===== src/rtl/rv32i_types.sv =====
// rv32i_types: shared RV32I word type plus fetch-stage state, entry and constants
package rv32i_types;
  typedef logic [31:0] rv32i_word;
  typedef enum logic [1:0] {REQ, OUT, DRAIN} fetch_state_t;
  typedef struct packed {
    rv32i_word pc;
    rv32i_word ir;
  } fetch_entry_t;
  localparam rv32i_word RESET_PC_DEFAULT = 32'h0000_0060;
  localparam rv32i_word NOP_INSTR = 32'h0000_0013;
endpackage


===== src/rtl/fetch_buffer.sv =====
// fetch_buffer: 2-entry {pc, ir} FIFO with flush; exists only when IF_PREFETCH_EN is defined
`ifdef IF_PREFETCH_EN
module fetch_buffer
  import rv32i_types::*;
(
  input  logic         clk,
  input  logic         rst,
  input  logic         flush_i,
  input  logic         push_i,
  input  logic         pop_i,
  input  fetch_entry_t entry_i,
  output fetch_entry_t head_o,
  output logic         full_o,
  output logic         empty_o
);
  fetch_entry_t mem_q [2];
  logic wr_q, rd_q, push_ok, pop_ok;
  logic [1:0] cnt_q;
  assign full_o = cnt_q == 2'd2;
  assign empty_o = cnt_q == 2'd0;
  assign push_ok = push_i & ~full_o;
  assign pop_ok = pop_i & ~empty_o;
  assign head_o = mem_q[rd_q];
  // pointers and occupancy; a flush empties the FIFO without touching storage
  always_ff @(posedge clk) begin
    if (rst | flush_i) begin
      wr_q <= 1'b0;
      rd_q <= 1'b0;
      cnt_q <= 2'd0;
    end else begin
      if (push_ok) mem_q[wr_q] <= entry_i;
      wr_q <= wr_q ^ push_ok;
      rd_q <= rd_q ^ pop_ok;
      cnt_q <= cnt_q + {1'b0, push_ok} - {1'b0, pop_ok};
    end
  end
endmodule
`endif


===== src/rtl/fetch_unit.sv =====
// fetch_unit: instruction fetch front end; define IF_PREFETCH_EN for a 2-entry prefetch buffer
module fetch_unit
  import rv32i_types::*;
#(
  parameter rv32i_word RESET_PC = RESET_PC_DEFAULT,
  parameter rv32i_word NOP_WORD = NOP_INSTR
) (
  input  logic        clk,
  input  logic        rst,
  output logic        imem_read,
  output logic [31:0] imem_address,
  input  logic [31:0] imem_rdata,
  input  logic        imem_resp,
  output logic [31:0] ir_out,
  output logic [31:0] pc_out,
  output logic        ir_valid,
  input  logic        ir_ready,
  input  logic        redirect,
  input  logic [31:0] redirect_pc
);
  fetch_state_t state_q, state_d;
  rv32i_word pc_q, addr_q, target;
  logic run_q, resp, redir, accept;
  assign target = redirect_pc & 32'hFFFF_FFFC;
  assign resp = imem_resp & imem_read;
  assign redir = redirect & run_q;
  assign accept = resp & ~redir & (state_q == REQ);
  assign imem_address = (state_q == DRAIN) ? addr_q : pc_q;
  // state register; run_q keeps the request line quiet during reset and the cycle it is released
  always_ff @(posedge clk) begin
    if (rst) begin
      state_q <= REQ;
      run_q <= 1'b0;
    end else begin
      state_q <= state_d;
      run_q <= 1'b1;
    end
  end
  // fetch pointer: redirect wins, otherwise advance on each accepted response; addr_q freezes while draining
  always_ff @(posedge clk) begin
    if (rst) begin
      pc_q <= RESET_PC;
      addr_q <= RESET_PC;
    end else begin
      if (state_q != DRAIN) addr_q <= pc_q;
      pc_q <= redir ? target : accept ? pc_q + 32'd4 : pc_q;
    end
  end
`ifdef IF_PREFETCH_EN
  fetch_entry_t head, entry;
  logic full, empty;
  assign entry = '{pc: pc_q, ir: imem_rdata};
  // next state: only an abandoned in-flight request sends us to DRAIN
  always_comb begin
    state_d = (redir & imem_read & ~resp) ? DRAIN : (state_q == DRAIN && resp) ? REQ : state_q;
  end
  // outputs: keep requesting while the buffer has room, present the buffer head
  always_comb begin
    imem_read = run_q & ((state_q == DRAIN) | ~full);
    ir_valid = ~empty;
    ir_out = empty ? NOP_WORD : head.ir;
    pc_out = empty ? 32'd0 : head.pc;
  end
  fetch_buffer u_buf (
    .clk(clk),
    .rst(rst),
    .flush_i(redir),
    .push_i(accept),
    .pop_i(ir_ready),
    .entry_i(entry),
    .head_o(head),
    .full_o(full),
    .empty_o(empty)
  );
`else
  rv32i_word ir_q, pco_q;
  // next state: REQ -> OUT on response, OUT -> REQ on handshake, redirect overrides
  always_comb begin
    state_d = (state_q == OUT) ? ((redir | ir_ready) ? REQ : OUT)
            : (state_q == DRAIN) ? (resp ? REQ : DRAIN)
            : redir ? (resp ? REQ : DRAIN) : (resp ? OUT : REQ);
  end
  // outputs: request outside OUT, present the held instruction only in OUT
  always_comb begin
    imem_read = run_q & (state_q != OUT);
    ir_valid = state_q == OUT;
    ir_out = ir_valid ? ir_q : NOP_WORD;
    pc_out = ir_valid ? pco_q : 32'd0;
  end
  // capture the returned instruction with the pc it was fetched from
  always_ff @(posedge clk) begin
    if (rst) begin
      ir_q <= NOP_WORD;
      pco_q <= 32'd0;
    end else if (accept) begin
      ir_q <= imem_rdata;
      pco_q <= pc_q;
    end
  end
`endif
endmodule


===== config.mk =====
export PLATFORM = sky130hd
export DESIGN_NAME = fetch_unit
export DESIGN_NICKNAME = d
export VERILOG_FILES = /design/src/rtl/rv32i_types.sv /design/src/rtl/fetch_buffer.sv /design/src/rtl/fetch_unit.sv
export SDC_FILE = /design/constraint.sdc
export NUM_CORES = 1
export LEC_CHECK = 0
export BUFFER_PORTS_ARGS = -buffer_cell sky130_fd_sc_hd__buf_4
export CAP_MARGIN = 20
export CORE_MARGIN = 2
export CORE_UTILIZATION = 46
export CTS_CLUSTER_DIAMETER = 150
export DETAILED_ROUTE_END_ITERATION = 6
export PLACE_DENSITY_LB_ADDON = 0.05
export SYNTH_ARGS = -nofsm -noshare
export SYNTH_HDL_FRONTEND = slang
export SYNTH_SLANG_ARGS = --single-unit

===== constraint.sdc =====
create_clock -name clk -period 1.61 [get_ports clk]
set_input_delay 0.0805 -clock clk [delete_from_list [all_inputs] [get_ports clk]]
set_output_delay 0.0805 -clock clk [all_outputs]
set_load 0.01 [all_outputs]

# Word-level counts from Yosys, hierarchy flattened
# Index checks and enable logic that the tools add are counted.
# Widths: inputs -> output; s select.
# word_totals
regBits,131
inputBits,69
wordCells,34
# op_classes
add_sub_neg,1
n_eq_ne,4
mux,12
n_bitwise,7
n_reduce_logical,3
# op_table
cell,count
$mux 32,5
$add 32x3->32 const B,1
$mux 2,4
$and 1x1->1,5
$mux 1,3
$eq 2x1->1 const B,1
$eq 2x2->1 const B,1
$logic_not 2->1,1
$ne 2x1->1 const B,1
$ne 2x2->1 const B,1
$reduce_bool 2->1,1
$reduce_or 2->1,1
$not 1->1,1
$or 1x1->1,1

# Longest topological paths before layout
# logic_depth
ltp_word,7
depth_mapped,7

# Worst setup path after synthesis
# No wires, ideal clock.
# synth_timing
path_kind,register to register
startpoint,reg pc_q[2]
endpoint,reg pc_q[26]
setup_time_ps,70
arrival_ps,1686
t_required_ps,1540
path_slack_ps,-146
path_stages_with_launch,7
n_path_buf,0
period_less_slack_ps,1756
path_cell_list,dfxtp_1 -> ha_1 -> nand3_1 -> nor4_4 -> nand4_1 -> xor2_1 -> a21oi_1
# synth_between
elab_chain_len,3
# synth_lines
item,line_no,source
"start, declared",fetch_unit.sv:22,"rv32i_word pc_q, addr_q, target;"
"start signal, assigned",fetch_unit.sv:46,pc_q <= redir ? target : accept ? pc_q + 32'd4 : pc_q;
$add 32x3->32,fetch_unit.sv:46,
$mux 32 (2 in series),fetch_unit.sv:46,
# Every way passes these cells. The select of a mux whose other input is x is not followed.
# A chain may end at the register's enable or synchronous reset.

# Worst setup path after layout
# layout_timing
startpoint,reg state_q[0]
endpoint,out imem_address[13]
# layout_between
elab_chain_len,2
# layout_lines
item,line_no,source
"start, declared",fetch_unit.sv:21,"fetch_state_t state_q, state_d;"
"start signal, assigned",fetch_unit.sv:35,state_q <= state_d;
$eq 2x2->1,fetch_unit.sv:28,assign imem_address = (state_q == DRAIN) ? addr_q : pc_q;
$mux 32,fetch_unit.sv:28,
"end, declared",fetch_unit.sv:11,"output logic [31:0] imem_address,"
# Every way passes these cells.

==> results.json <==
{
  "outcome": "finished, violations left",
  "violations": "setup timing",
  "vias_per_cell": 5.16,
  "drtAntennaViolNets": 0,
  "final.setup_skew_ns": 0.00473,
  "drive_gt1_frac": 0.418,
  "max_stage_delay_ns": 0.37,
  "r2r_slack_ns": -0.07,
  "slowest_stage": "mux2_2",
  "place_hpwl_mm": 10.0,
  "path_buf_inv": 3,
  "fin_ws_ns": -0.200,
  "final_util": 0.797,
  "clockBufferDepth": 2,
  "n_fill_cell": 765,
  "synth_area_um2": 5520,
  "antennaDiodeCount": 0,
  "seq_area_frac_synth": 0.454,
  "grt_antenna_before_repair": 0,
  "synth.avg_cell_area_um2": 8.34,
  "dp_slack_ns": -0.0674,
  "crit_fanout": 26,
  "core_area_um2": 11900,
  "die_y_um": 114,
  "cp.arrival_ns": 1.73,
  "fin_nets": 1020,
  "grt_overflow_total": 0,
  "fp-row-count": 40,
  "grt_max_degree": 75,
  "ioPinCount": 167,
  "wl_mm": 17.9,
  "gp_congestion": 0.786,
  "drtIter0Drc": 342,
  "critPathCaptureType": "primary output",
  "vdd_ir_drop_max_v": 0.000911,
  "rsz0062_at_grt": "true",
  "finalSetupViolCount": 97,
  "synth-seq-cells": 125,
  "hold_viol": 0,
  "dr.pass1.iters": 5,
  "cts_made_buffers": 17,
  "grt_pass1_wl_mm": 26.9,
  "layout_commonest_cell": "buf_4",
  "clock_latency_ns": 0.42,
  "post-route-drc-count": 0,
  "ys_types": 42,
  "yosysWarnings": 0,
  "grt_usage": 0.265,
  "startpoint_type": "flop",
  "cts_tree": "done",
  "fmax_mhz": 553,
  "leakage_uw": 0.00406,
  "cts.clk_slew.worst_paths_ns": 0.05,
  "clock-sinks": 125,
  "path_class": "flop to primary output",
  "maxSlewViolCount": 0,
  "port_buffers": 160,
  "final.setup.tns_ns": -11.31,
  "fp.dieW_um": 114,
  "root_buffer": "clkbuf_16",
  "syn2layout_area_growth_pct": 71.2,
  "cp.required_ns": 1.53,
  "grt_pass1_vias": 5440,
  "htreeDepth": 4,
  "hp-class": "input pin to flop",
  "drv_cap": 0,
  "via_count": 5725,
  "fin_area_um2": 9450,
  "die-area_um2": 12900,
  "synthCells": 662,
  "power_density_nw_per_um2": 885,
  "start_util": 0.465,
  "final_cell_mix": "buf_4, nand2_1, dfxtp_1, a21oi_1, buf_6",
  "path_delay_family": "buffers and inverters",
  "wl_per_cell_um": 16.1,
  "fin_crit_sh": 1.12,
  "place_area_um2": 7240,
  "cp_cell_sequence": "buf_6 -> nor2b_4 -> buf_12 -> mux2_2 -> buf_4",
  "period_needed_ns": 1.81
}
flip-flops by register name, indices dropped and copies added (netlist names):
name / flops
pco_q: 30
run_q: 1
state_q: 2
addr_q: 30
pc_q: 30
ir_q: 32
what timing repair did:
action / CTS / global route
gates resized for setup: 95 / 83
buffers inserted: 15 / 19
hold endpoints to repair: 60 / 0
endpoints found under the setup margin: 152 / 151
hold buffers: 60 / 0
pin swaps: 44 / 34
cloned: 8 / 1
worst paths after layout:
path                               start                      to  cells past startpoint
setup / recovery   state_q[0]$_SDFF_PP0_        imem_address[13]                      5
hold reg to reg   pco_q[16]$_SDFFE_PP0P_  pco_q[16]$_SDFFE_PP0P_                      2
hold / removal           redirect_pc[11]   pc_q[11]$_SDFFE_PP0P_                      3
setup reg to reg   pc_q[12]$_SDFFE_PP0P_   pc_q[23]$_SDFFE_PP0P_                      8
metal layers:
layer  GRT usage  vias to the layer above  wire length [µm]
met5           0                        -                 0
met4       0.100                        0               391
met1       0.334                     2730              7590
li1            -                     2785                 -
met3      0.0542                       28              1020
met2       0.450                      182              8880
cell usage after synthesis:
| master | number | area, µm² |
|---|---|---|
| nand2_1 | 135 | 507 |
| dfxtp_1 | 125 | 2500 |
| and2_1 | 90 | 563 |
| a21oi_1 | 83 | 415 |
| clkbuf_1 | 31 | 116 |
| mux2_2 | 27 | 304 |
| o21ai_0 | 23 | 115 |
| nand3_1 | 16 | 80.1 |
| nor2_1 | 16 | 60.1 |
| buf_2 | 14 | 70.1 |
| xor2_1 | 14 | 123 |
| nand4_1 | 12 | 75.1 |
| xnor2_1 | 8 | 70.1 |
| nand2b_1 | 6 | 37.5 |
| nor3_1 | 6 | 30.0 |
| and3_1 | 5 | 31.3 |
| buf_4 | 5 | 37.5 |
| inv_1 | 5 | 18.8 |
| a211oi_1 | 3 | 22.5 |
| nor2b_1 | 3 | 18.8 |
| nor4_2 | 3 | 37.5 |
| o22ai_1 | 3 | 18.8 |
| a211oi_2 | 2 | 25.0 |
| a221oi_1 | 2 | 17.5 |
| a31oi_1 | 2 | 12.5 |
| a32oi_1 | 2 | 17.5 |
| and4_1 | 2 | 17.5 |
| buf_1 | 2 | 7.51 |
| nor3_2 | 2 | 20.0 |
| nor4_1 | 2 | 12.5 |
| o21bai_1 | 2 | 15.0 |
| a22oi_1 | 1 | 7.51 |
| conb_1 | 1 | 3.75 |
| ha_1 | 1 | 12.5 |
| nand4_4 | 1 | 21.3 |
| nand4b_1 | 1 | 8.76 |
| nand4bb_1 | 1 | 11.3 |
| nor4_4 | 1 | 21.3 |
| o2111a_1 | 1 | 11.3 |
| o21a_1 | 1 | 7.51 |
| o31ai_1 | 1 | 7.51 |
| or2_1 | 1 | 6.26 |
stage by stage:
step                      total power, µW  std cells  hold slack, ns
after floorplan                      3800        665           0.205
after global routing                 8620       1109          0.0292
after detailed placement             4250        982           0.300
after global placement               4230        982           0.295
final                                8360       1109          0.0119
after CTS                            8340       1095         0.00359
logic make-up after synthesis:
group	after synthesis	synth area share
simple gates	303	0.283
xor+xnor	22	0.0349
buf+inv	57	0.0454
fa+ha+maj	1	0.00227
other cells	1	0.000680
compound gates	126	0.126
flops	125	0.454
mux	27	0.0551
where the power goes:
group          internal [µW]  switching, µW
logic                    662            542
registers               3230           77.2
clock network           2540           1300
total                   6440           1920
tightest hold or removal path, delay by kind of cell:
kind                   cells  cell delay (ns)
buffers and inverters      1             0.08
AOI/OAI and AO/OA          2             0.22
area by class of cell:
type                            count  area, µm²  share of cell area
Clock buffer                       25        526              0.0556
Clock inverter                      6       80.1             0.00848
Inverter                            5       18.8             0.00199
Multi-Input combinational cell    483       3080               0.326
Sequential cell                   125       2520               0.267
Tap cell                          147        184              0.0195
Timing Repair Buffer              318       3040               0.322
(Power assumes the default switching activity.)
